**src/rtl/traffic_phase_ctrl.sv**
```systemverilog
// Traffic-light phase controller: NS/EW lamps, per-phase countdown with BCD digits,
// night flashing-yellow mode and realignment to the 59-second cycle counter.
module traffic_phase_ctrl #(
    parameter int T_NS_GREEN  = 25,
    parameter int T_NS_YELLOW = 4,
    parameter int T_EW_GREEN  = 26,
    parameter int T_EW_YELLOW = 4
) (
    input  logic       clk_1s,
    input  logic       rst,
    input  logic [6:0] number,
    input  logic       night_mode,
    output logic [2:0] ns_light,
    output logic [2:0] ew_light,
    output logic [6:0] remain,
    output logic [3:0] remain_tens,
    output logic [3:0] remain_ones,
    output logic       sync_err
);

    typedef enum logic [2:0] {NS_G, NS_Y, EW_G, EW_Y, FLASH, ALL_RED} state_t;

    localparam logic [6:0] D_NSG = 7'(T_NS_GREEN);
    localparam logic [6:0] D_NSY = 7'(T_NS_YELLOW);
    localparam logic [6:0] D_EWG = 7'(T_EW_GREEN);
    localparam logic [6:0] D_EWY = 7'(T_EW_YELLOW);

    localparam logic [2:0] L_RED = 3'b100;
    localparam logic [2:0] L_YEL = 3'b010;
    localparam logic [2:0] L_GRN = 3'b001;

    state_t     state, state_n;
    logic [6:0] remain_n;
    logic       flash, flash_n;
    logic       sync_err_n;
    logic [2:0] ns_n, ew_n;
    logic       aligned;

    // At number == 0 the cycle must be at the very start of NS green.
    assign aligned = (state == NS_G) && (remain == D_NSG);

    always_comb begin
        state_n    = state;
        remain_n   = remain;
        flash_n    = flash;
        sync_err_n = 1'b0;
        if (night_mode) begin
            state_n  = FLASH;
            remain_n = 7'd0;
            flash_n  = (state == FLASH) ? ~flash : 1'b1;
        end else begin
            case (state)
                FLASH: begin
                    state_n  = ALL_RED;
                    remain_n = 7'd0;
                    flash_n  = 1'b0;
                end
                ALL_RED: begin
                    if (number == 7'd0) begin
                        state_n  = NS_G;
                        remain_n = D_NSG - 7'd1;
                    end
                end
                NS_G, NS_Y, EW_G, EW_Y: begin
                    if ((number == 7'd0) && !aligned) begin
                        state_n    = NS_G;
                        remain_n   = D_NSG - 7'd1;
                        sync_err_n = 1'b1;
                    end else if (remain == 7'd1) begin
                        case (state)
                            NS_G:    begin state_n = NS_Y; remain_n = D_NSY; end
                            NS_Y:    begin state_n = EW_G; remain_n = D_EWG; end
                            EW_G:    begin state_n = EW_Y; remain_n = D_EWY; end
                            default: begin state_n = NS_G; remain_n = D_NSG; end
                        endcase
                    end else begin
                        remain_n = remain - 7'd1;
                    end
                end
                default: begin
                    state_n  = NS_G;
                    remain_n = D_NSG;
                end
            endcase
        end
    end

    // Lamps are decoded from the next state so they come straight out of flops.
    always_comb begin
        ns_n = L_RED;
        ew_n = L_RED;
        case (state_n)
            NS_G:    begin ns_n = L_GRN; ew_n = L_RED; end
            NS_Y:    begin ns_n = L_YEL; ew_n = L_RED; end
            EW_G:    begin ns_n = L_RED; ew_n = L_GRN; end
            EW_Y:    begin ns_n = L_RED; ew_n = L_YEL; end
            FLASH:   begin ns_n = {1'b0, flash_n, 1'b0}; ew_n = {1'b0, flash_n, 1'b0}; end
            default: begin ns_n = L_RED; ew_n = L_RED; end
        endcase
    end

    always_ff @(posedge clk_1s or posedge rst) begin
        if (rst) begin
            state    <= NS_G;
            remain   <= D_NSG;
            flash    <= 1'b0;
            sync_err <= 1'b0;
            ns_light <= L_GRN;
            ew_light <= L_RED;
        end else begin
            state    <= state_n;
            remain   <= remain_n;
            flash    <= flash_n;
            sync_err <= sync_err_n;
            ns_light <= ns_n;
            ew_light <= ew_n;
        end
    end

    assign remain_tens = 4'(remain / 7'd10);
    assign remain_ones = 4'(remain % 7'd10);

endmodule

```
**config.mk**
```make
export PLATFORM = sky130hd
export DESIGN_NAME = traffic_phase_ctrl
export DESIGN_NICKNAME = d
export VERILOG_FILES = /design/src/rtl/traffic_phase_ctrl.sv
export SDC_FILE = /design/constraint.sdc
export NUM_CORES = 1
export LEC_CHECK = 0
export BUFFER_PORTS_ARGS = -buffer_cell sky130_fd_sc_hd__buf_2
export CAP_MARGIN = 20
export CORE_AREA = 2 2 53 55
export DETAILED_ROUTE_END_ITERATION = 8
export DIE_AREA = 0 0 55 57
export GPL_TIMING_DRIVEN = 0
export PLACE_DENSITY = 0.77
export SKIP_LAST_GASP = 1
export SYNTH_ARGS = -nofsm -noshare
export SYNTH_HDL_FRONTEND = slang
export SYNTH_SLANG_ARGS = --single-unit
```
**constraint.sdc**
```tcl
create_clock -name clk_1s -period 2.8 [get_ports clk_1s]
set_input_delay 0.28 -clock clk_1s [delete_from_list [all_inputs] [get_ports clk_1s]]
set_output_delay 0.28 -clock clk_1s [all_outputs]
set_load 0.05 [all_outputs]
```
After elaboration in Yosys (flattened, before gate mapping). Cells that the tools add are included.

Register bits after elaboration: 18. Output and inout port bits: 22. Logic and storage cells: 50.

Add/subtract/negate cells: 1. Div/mod/pow operators: 2. Equal/unequal tests: 12. Muxes and demuxes: 20. Bitwise gates (word level): 1. Reduce and logical (&&, ||, !) cells: 8.

Operators by type and width (number): $mux 7 (4); $pmux 3 s3 (3); $pmux 7 s3 (1); $eq 3x2->1 const B (4); $mux 3 (4); $pmux 5 s2 (1); $eq 3x3->1 const B (3); $div 7x4->7 const B (1); $eq 7x1->1 const B (1); $eq 7x5->1 const B (1); $logic_not 7->1 (1); $mod 7x4->7 const B (1); $sub 7x1->7 const B (1); $eq 3x1->1 const B (2); $logic_not 3->1 (2); $mux 1 (6); $pmux 2 s3 (1); $reduce_or 4->1 (1); $ne 3x3->1 const B (1); $logic_and 1x1->1 (2); $reduce_or 2->1 (1); $logic_not 1->1 (1); $not 1->1 (1).

Logic depth before layout (Yosys ltp). Gate-level depths: netlist (run 1).

Depth after elaboration: 9. Gate-level depth with buffers: 10. Mapped depth without buffers: 9.

Worst setup path before layout (run 1). No wires, ideal clock.

Path type: reg-to-output. Start point: reg remain[5]. End point: out remain_ones[1]. Arrival time: 3.798 ns. Path slack: -1.278 ns. Stages on the path, launching flop included: 11. Path buffers: 1. Path through: dfrtp_1 -> buf_2 -> nor2b_1 -> o22ai_1 -> nor2_1 -> xnor2_1 -> inv_1 -> ha_1 -> o311ai_0 -> a21o_1 -> xnor2_1.

Word-level cells in the longest chain between the ends: 1.

RTL lines: start: declaration (RTL line 15) `output logic [6:0] remain,`; start signal: assignment (RTL line 112) `remain <= remain_n;`; $mod 7x4->7 (RTL line 121) `assign remain_ones = 4'(remain % 7'd10);`; end: declaration (RTL line 17) `output logic [3:0] remain_ones,`.

Every way passes these cells.

Worst setup path in the final report (run 1). Ends and elaborated chain as after synthesis.

==> summary.txt, run 1 <==
Critical path
  – Kind of start point of the critical path: flip-flop
  – CP Data Required Time: 2520 ps
  – FF-to-FF path depth: 9
  – Critical path arrival: 2550 ps
  – Maximum cell stage delay along the critical path: 530 ps
  – Worst Path Max Fanout: 4
  – Dominant cell type by count on the critical path: sky130_fd_sc_hd__buf_6
  – Kind of critical path: flip-flop to output port
  – Endpoint class of the critical path: output port
  – Crit-path slowest cell: sky130_fd_sc_hd__or4bb_4
  – Cells along the critical path: buf_6 -> or4bb_4 -> o22ai_4 -> nor2_4 -> xnor2_2 -> inv_2 -> ha_4 -> o311ai_1 -> a21o_2 -> xnor2_4 -> buf_6

Outcome
  – Result of the run: finished with violations
  – Violations in the final reports: setup timing

Power
  – Static leakage: 0.817 nW
  – Maximum VDD drop: around 0.41 mV
  – PwrDens: 293 nW/um^2

Cells and area
  – Most common cell after layout, fill and taps aside: sky130_fd_sc_hd__buf_2
  – Layout area overhead: 32.0%
  – Inserted Diodes: 0
  – Layout Nets: 214
  – Sequential cell area in the final layout: 460 sq um
  – Final-layout fill cell count: 235
  – Total area of multi-input combinational cells: 875 sq um
  – Finished Cell Area: ~1700 sq um
  – Share of cells above drive strength 1: 36.9%
  – Non-filler instance count after layout: 229
  – Core utilization of the finished layout: 66.1%
  – Most frequent cells in the layout: sky130_fd_sc_hd__buf_2, sky130_fd_sc_hd__nor2_1, sky130_fd_sc_hd__nand2_1

Floorplanning
  – Die width: between 50 and 60 um
  – Effective utilization at floorplan: about half
  – Site Rows: 19
  – Placeable core region: 2620 sq um
  – Y dimension of the die: 57 um
  – IO Count: 32
  – Area of the die: 3140 sq um

Logic synthesis
  – Yosys Warn Count: 0
  – Synth top area share: about a quarter
  – Mapped cell area: between 1000 and 1500 sq um
  – Portion of the post-synthesis area used by sequential elements: 34.9%
  – Yosys cell types: 46
  – Prevailing post-synth register cell: sky130_fd_sc_hd__dfrtp_1
  – Cell taking the most area after synthesis: sky130_fd_sc_hd__dfrtp_1
  – Post-Syn Nets: 171
  – Yosys reg bits: 18
  – Async set-or-reset flop fraction in the synthesized netlist: between 90% and 100%
  – Number of synthesized flops with an enable pin: 0
  – Gate count after technology mapping: 156
  – Ranking of synthesized cells by area: sky130_fd_sc_hd__dfrtp_1, sky130_fd_sc_hd__dfstp_2, sky130_fd_sc_hd__nor2_1
  – Syn_area_per_cell: 8.39 sq um

CTS
  – Buffer levels on the longest clock path: 2
  – Cts-stage hold buffer count: 0
  – Total clock sinks: 18
  – Number of clock buffers inserted by TritonCTS: 3
  – Clock latency on the worst-skew pair: 300 ps
  – Clock slew at the register clock pins of the worst setup and hold paths: 110 ps
  – CTS tree: built
  – H-tree Lvls: 1
  – Clock root buffer: sky130_fd_sc_hd__clkbuf_4

Detailed routing
  – DR pass1 iterations: 4
  – Detailed Route Iter0 Violations: 66
  – Number of nets still failing antenna checks after routing: 0
  – Wire length on met2: 1.75 mm
  – Routed length on met1: 1.37 mm
  – Average routed wire per standard cell: roughly 14 um
  – Highest routing layer actually used: met4
  – Residual DRC: 0
  – Via Count: 1298
  – Detailed-route wire length: about 3.3 mm
  – DR vias/cell: 5.67
  – Met3 wirelength from detailed routing: 118 um

STA
  – Final number of setup-violating endpoints: 1
  – Max Freq: 353 MHz
  – Worst slew slack as a fraction of its limit: 52.5%
  – Setup clock skew after layout: between 10 and 15 ps
  – Setup repair after global routing missed its margin: true
  – Final worst path period need: 2830 ps
  – Hold Worst Slack: slightly below 70 ps
  – Setup slack after layout: -29.1 ps
  – Actual slew at the worst max-slew pin: approximately 710 ps
  – Final-report max-slew violation count: 0
  – Hold violation count in the final report: 0
  – Post-route clock period utilization: 101%

Place
  – Count of buffers inserted at the top-level ports: 30
  – Setup slack at placement: 25.1 ps
  – HPWL reported at the end of detailed placement: 2.37 mm
  – RePlAce Congestion: 0.870
  – Inst Count DP: 217
  – Area after DPL: 1580 sq um

Global route
  – First-pass GRT wire length: between 5 and 6 mm
  – Number of antenna violations at the first check in global routing: 0
  – Largest net degree at the start of global routing: 19
  – Total GRT Usage: 23.1%
  – Via count of the first global-routing pass: around 1200
  – Total gr overflow: 0

Job
  – Max capacitance violation total: 0

Worst hold path
  – Hold Path Class: primary input to asynchronous set/reset pin
==> synth_stat cells, types with 2 or more instances <==
cell                       count
sky130_fd_sc_hd__dfstp_2       5
sky130_fd_sc_hd__buf_2         4
sky130_fd_sc_hd__nor3_1        2
sky130_fd_sc_hd__o22ai_1       2
sky130_fd_sc_hd__nand2_1      12
sky130_fd_sc_hd__nor2_1       20
sky130_fd_sc_hd__xnor2_1       3
sky130_fd_sc_hd__clkbuf_1      4
sky130_fd_sc_hd__ha_1          5
sky130_fd_sc_hd__nor2b_1       5
sky130_fd_sc_hd__nand4_1       2
sky130_fd_sc_hd__a21o_1        4
sky130_fd_sc_hd__o211ai_1      2
sky130_fd_sc_hd__o31ai_1       2
sky130_fd_sc_hd__o21ai_0       9
sky130_fd_sc_hd__xor2_1        3
sky130_fd_sc_hd__a31oi_1       3
sky130_fd_sc_hd__a21oi_1       6
sky130_fd_sc_hd__inv_1         9
sky130_fd_sc_hd__a22o_1        3
sky130_fd_sc_hd__nor3b_1       4
sky130_fd_sc_hd__dfrtp_1      13
sky130_fd_sc_hd__nand2b_1      8
sky130_fd_sc_hd__o21bai_1      2
sky130_fd_sc_hd__and3_1        2
sky130_fd_sc_hd__nand3_1       2
==> per-stage QoR <==
step / power [mW] / TNS [ps]
floorplan: 0.326 / -453
global placement: 0.343 / 0
detailed placement: 0.346 / 0
CTS: 0.510 / -96.2
global route: 0.528 / -207
finish: 0.506 / -29.1
==> power by group <==
part / internal (mW) / leakage [nW] / total (mW) / switching [mW]
Clock: 0.0794 / 0.0210 / 0.162 / 0.0826
Sequential: 0.269 / 0.213 / 0.272 / 0.00294
Combinational: 0.0227 / 0.583 / 0.0719 / 0.0493
==> registers in the layout, summed over array words and instances, names as in the netlist <==
signal and flops:
ns_light 3, ew_light 3, sync_err 1, flash 1
remain 7, state 3
==> repair_timing <==
item / in CTS / in global routing
buffers inserted: 7 / 1
resized for setup: 9 / 5
pin swaps: 7 / 2
setup endpoints to repair: 3 / 4
==> final timing paths <==
path	from	endpoint	slack, ps
max in group asynchronous	rst	remain[2]$_DFFE_PP0P_	2240
min in group clk_1s	number[3]	sync_err$_DFF_PP0_	300
worst max-delay path	remain[5]$_DFFE_PP0P_	remain_ones[1]	-30
worst max register to register	remain[5]$_DFFE_PP0P_	ew_light[0]$_DFF_PP0_	330
worst min-delay path	rst	state[2]$_DFF_PP0_	70
worst min register to register	flash$_DFF_PP0_	flash$_DFF_PP0_	510
==> logic make-up after synthesis <==
family	after synthesis	share of synthesized area, %
adder cells (fa/ha/maj)	5	4.78
XOR/XNOR	6	4.02
AND/OR/NAND/NOR	65	27.0
flip-flops	18	34.9
buffers and inverters	18	5.83
AO/OA/AOI/OAI	44	23.5
==> critical path, delay by kind of cell (launching register included) <==
| kind | cells | cell delay, ps |
|---|---|---|
| simple gates | 2 | 590 |
| fa+ha+maj | 1 | 140 |
| xor+xnor | 2 | 300 |
| flops | 1 | 380 |
| buf+inv | 3 | 350 |
| compound gates | 3 | 490 |
==> layout make-up <==
class | instances | share of cell area, %
inverter | 9 | 1.96
timing repair buffer | 39 | 13.1
multi-input combinational | 120 | 50.6
clock buffer | 4 | 2.10
tap | 31 | 2.24
buffer | 8 | 3.33
sequential | 18 | 26.6
==> layer usage <==
layer	vias up	global-route usage, %
met5	-	0
met1	621	28.3
met4	0	7.67
met2	31	40.5
met3	5	3.40
li1	641	-
Note: power is estimated with default switching activity, not from simulation.
==> inputs of run 2 (changes only) <==
- GPL_TIMING_DRIVEN: 0 -> not set
==> run 2 against run 1 <==
Effect of this change:
- the flow still finishes with violations (setup timing)
- first-iteration DRC count down 45%
- clock power grew 2%
- sequential share of layout area up 0.12 points
- hold slack got worse by 27 ps
- sequential power barely moved
- via count is 0.23% lower
- critical path depth is 1 lower
- register-to-register slack better by 100 ps
- clock skew about the same
- die area unchanged
- non-clock buffer count fell by 2
- global-route usage is 0.57 points higher
- largest power group unchanged
==> summary.txt, run 2 (synthesis results as in run 1) <==
Cells and area
  – Inserted Diodes: 0
  – Register with the most flip-flops: remain
  – Most common cell after layout, fill and taps aside: sky130_fd_sc_hd__buf_2
  – Most frequent cells in the layout: sky130_fd_sc_hd__buf_2, sky130_fd_sc_hd__nor2_1, sky130_fd_sc_hd__buf_4
  – Layout area overhead: 31.5%
  – Share of cells above drive strength 1: roughly two fifths
  – Number of flip-flops in the largest register: 7
  – Layout Nets: about 210
  – Finished Cell Area: 1720 sq um

STA
  – Final number of setup-violating endpoints: 1
  – Max Freq: 357 MHz
  – Final worst path period need: approximately 2800 ps
  – Hold violation count in the final report: 0
  – Setup slack after layout: -1.37 ps
  – Worst slew slack as a fraction of its limit: roughly 56%
  – Setup clock skew after layout: between 10 and 15 ps
  – Post-route clock period utilization: 100%
  – Setup repair after global routing missed its margin: true
  – Final-report max-slew violation count: 0
  – Actual slew at the worst max-slew pin: 665 ps

Power
  – Post-layout power: 0.509 mW
  – Static leakage: 0.818 nW
  – Switching power as a share of total power: about 27%
  – Clock network fraction of total power: 32.7%
  – Comb pwr share: 13.6%
  – Maximum VDD drop: 0.393 mV
  – Part of the total power dissipated in sequential elements: 53.8%
  – Internal power of the cells: 0.371 mW
  – Net Switching: 0.138 mW
  – PwrDens: 296 nW/um^2

Critical path
  – Kind of start point of the critical path: flip-flop
  – CP Data Required Time: roughly 2500 ps
  – Kind of critical path: flip-flop to output port
  – Crit-path slowest cell: sky130_fd_sc_hd__or4bb_4
  – CP Buf/Inv Count: 2
  – Cells along the critical path: or4bb_4 -> o22ai_4 -> nor2_4 -> xnor2_2 -> inv_2 -> ha_4 -> o311ai_1 -> a21o_2 -> xnor2_4 -> buf_6
  – Worst Path Max Fanout: 5
  – Endpoint class of the critical path: output port
  – Maximum cell stage delay along the critical path: roughly 540 ps
  – Cell family with most CP delay: simple AND/OR/NAND/NOR gates
  – Critical path arrival: 2520 ps

Floorplanning
  – Placeable core region: between 2000 and 3000 sq um
  – Effective utilization at floorplan: 50.0%
  – Area of the die: 3140 sq um
  – Site Rows: 19
  – IO Count: 32
  – Y dimension of the die: around 57 um
  – Die width: 55 um

Outcome
  – Violations in the final reports: setup timing
  – Result of the run: finished with violations

Detailed routing
  – Detailed-route wire length: 3.29 mm
  – Detailed Route Iter0 Violations: 36
  – Via Count: 1295
  – Average routed wire per standard cell: approximately 14 um
  – Number of nets still failing antenna checks after routing: 0
  – DR vias/cell: between 5 and 6
  – Residual DRC: 0
  – DR pass1 iterations: 5

CTS
  – Clock latency on the worst-skew pair: 310 ps
  – CTS tree: built
  – Clock slew at the register clock pins of the worst setup and hold paths: 110 ps
  – H-tree Lvls: 1
  – Clock root buffer: sky130_fd_sc_hd__clkbuf_4
  – Number of clock buffers inserted by TritonCTS: 3
  – Total clock sinks: 18
  – Buffer levels on the longest clock path: 2

Place
  – Area after DPL: 1560 sq um
  – HPWL reported at the end of detailed placement: 2.40 mm
  – RePlAce Congestion: 0.816
  – Count of buffers inserted at the top-level ports: 31

Worst hold path
  – Hold Path Class: primary input to asynchronous set/reset pin

Global route
  – First-pass GRT wire length: 5.46 mm
  – Number of antenna violations at the first check in global routing: 0
  – Largest net degree at the start of global routing: 19
  – Total gr overflow: 0
  – Via count of the first global-routing pass: 1247
  – Total GRT Usage: roughly a quarter

Job
  – Max capacitance violation total: 0
## run 2: cell count changes in the layout (fill, tap and decap cells not counted)
cell	change
sky130_fd_sc_hd__buf_4	+2
sky130_fd_sc_hd__buf_2	+3
sky130_fd_sc_hd__nor2b_2	+1
sky130_fd_sc_hd__clkbuf_1	-3
sky130_fd_sc_hd__nor2b_1	-1
sky130_fd_sc_hd__clkbuf_4	+1
sky130_fd_sc_hd__nand2b_4	+1
sky130_fd_sc_hd__nand2b_1	-1
sky130_fd_sc_hd__buf_6	-3
sky130_fd_sc_hd__clkbuf_2	-2
## run 2: per-stage QoR
| stage | cells | TNS, ps | hold slack, ps | utilization (%) | setup WS, ps |
|---|---|---|---|---|---|
| after floorplan | 156 | -453 | 215 | - | -232 |
| after global placement | 214 | 0 | 401 | 59.8 | 157 |
| after detailed placement | 214 | 0 | 416 | 59.8 | 76.0 |
| after CTS | 225 | -86.1 | 75.5 | 64.7 | -73.5 |
| after global routing | 227 | -258 | 114 | 65.8 | -110 |
| final | 227 | -1.37 | 41.5 | 65.8 | -1.37 |
## run 2: metal layers
| metal | track usage, % | up-vias | part of all wire (%) |
|---|---|---|---|
| met5 | 0 | - | 0 |
| met1 | 30.3 | 605 | 42 |
| met3 | 2.36 | 8 | 4.3 |
| li1 | - | 637 | - |
| met4 | 8.36 | 0 | 2.0 |
| met2 | 40.6 | 45 | 52 |
## run 2: path summary, 6_finish.rpt
check	startpoint	to	slack [ps]	cells after the start
setup / recovery	remain[4]$_DFFE_PP1P_	remain_ones[1]	-1	10
hold / removal	rst	state[2]$_DFF_PP0_	40	2
setup reg to reg	remain[5]$_DFFE_PP0P_	ew_light[0]$_DFF_PP0_	430	8
hold reg to reg	flash$_DFF_PP0_	flash$_DFF_PP0_	500	2
max in group asynchronous	rst	remain[2]$_DFFE_PP0P_	2300	2
min in group clk_1s	night_mode	ew_light[2]$_DFF_PP1_	210	2
## run 2: final cells by class
| cell class | instances | area [sq um] |
|---|---|---|
| Fill cell | 230 | 895 |
| Multi-Input combinational cell | 120 | 885 |
| Sequential cell | 18 | 460 |
| Timing Repair Buffer | 45 | 267 |
| Tap cell | 31 | 38.8 |
| Clock buffer | 4 | 36.3 |
| Inverter | 9 | 33.8 |
## run 2: power by group through the flow
stage | Combinational, mW | Sequential [mW] | Clock [mW]
floorplan | 0.0323 | 0.294 | 0
global placement | 0.0646 | 0.278 | 0
detailed placement | 0.0662 | 0.278 | 0
CTS | 0.0686 | 0.273 | 0.170
global route | 0.0753 | 0.275 | 0.181
finish | 0.0690 | 0.274 | 0.166
## run 2: worst register-to-register path: stages (launching register included)
cell                        delay [ps]
sky130_fd_sc_hd__dfrtp_2           430
sky130_fd_sc_hd__buf_4             160
sky130_fd_sc_hd__buf_4             150
sky130_fd_sc_hd__nor2_1            340
sky130_fd_sc_hd__nand3_1           270
sky130_fd_sc_hd__a2111oi_1         480
sky130_fd_sc_hd__a211oi_2          120
sky130_fd_sc_hd__nor2_1            220
sky130_fd_sc_hd__nor2_1             70
## run 2: repair_timing
item | in CTS | in global routing
resized for setup | 8 | 4
buffers inserted | 7 | 1
endpoints found under the setup margin | 3 | 3
hold buffers | 0 | 0
pin swaps | 8 | 5
endpoints found under the hold margin | 0 | 0
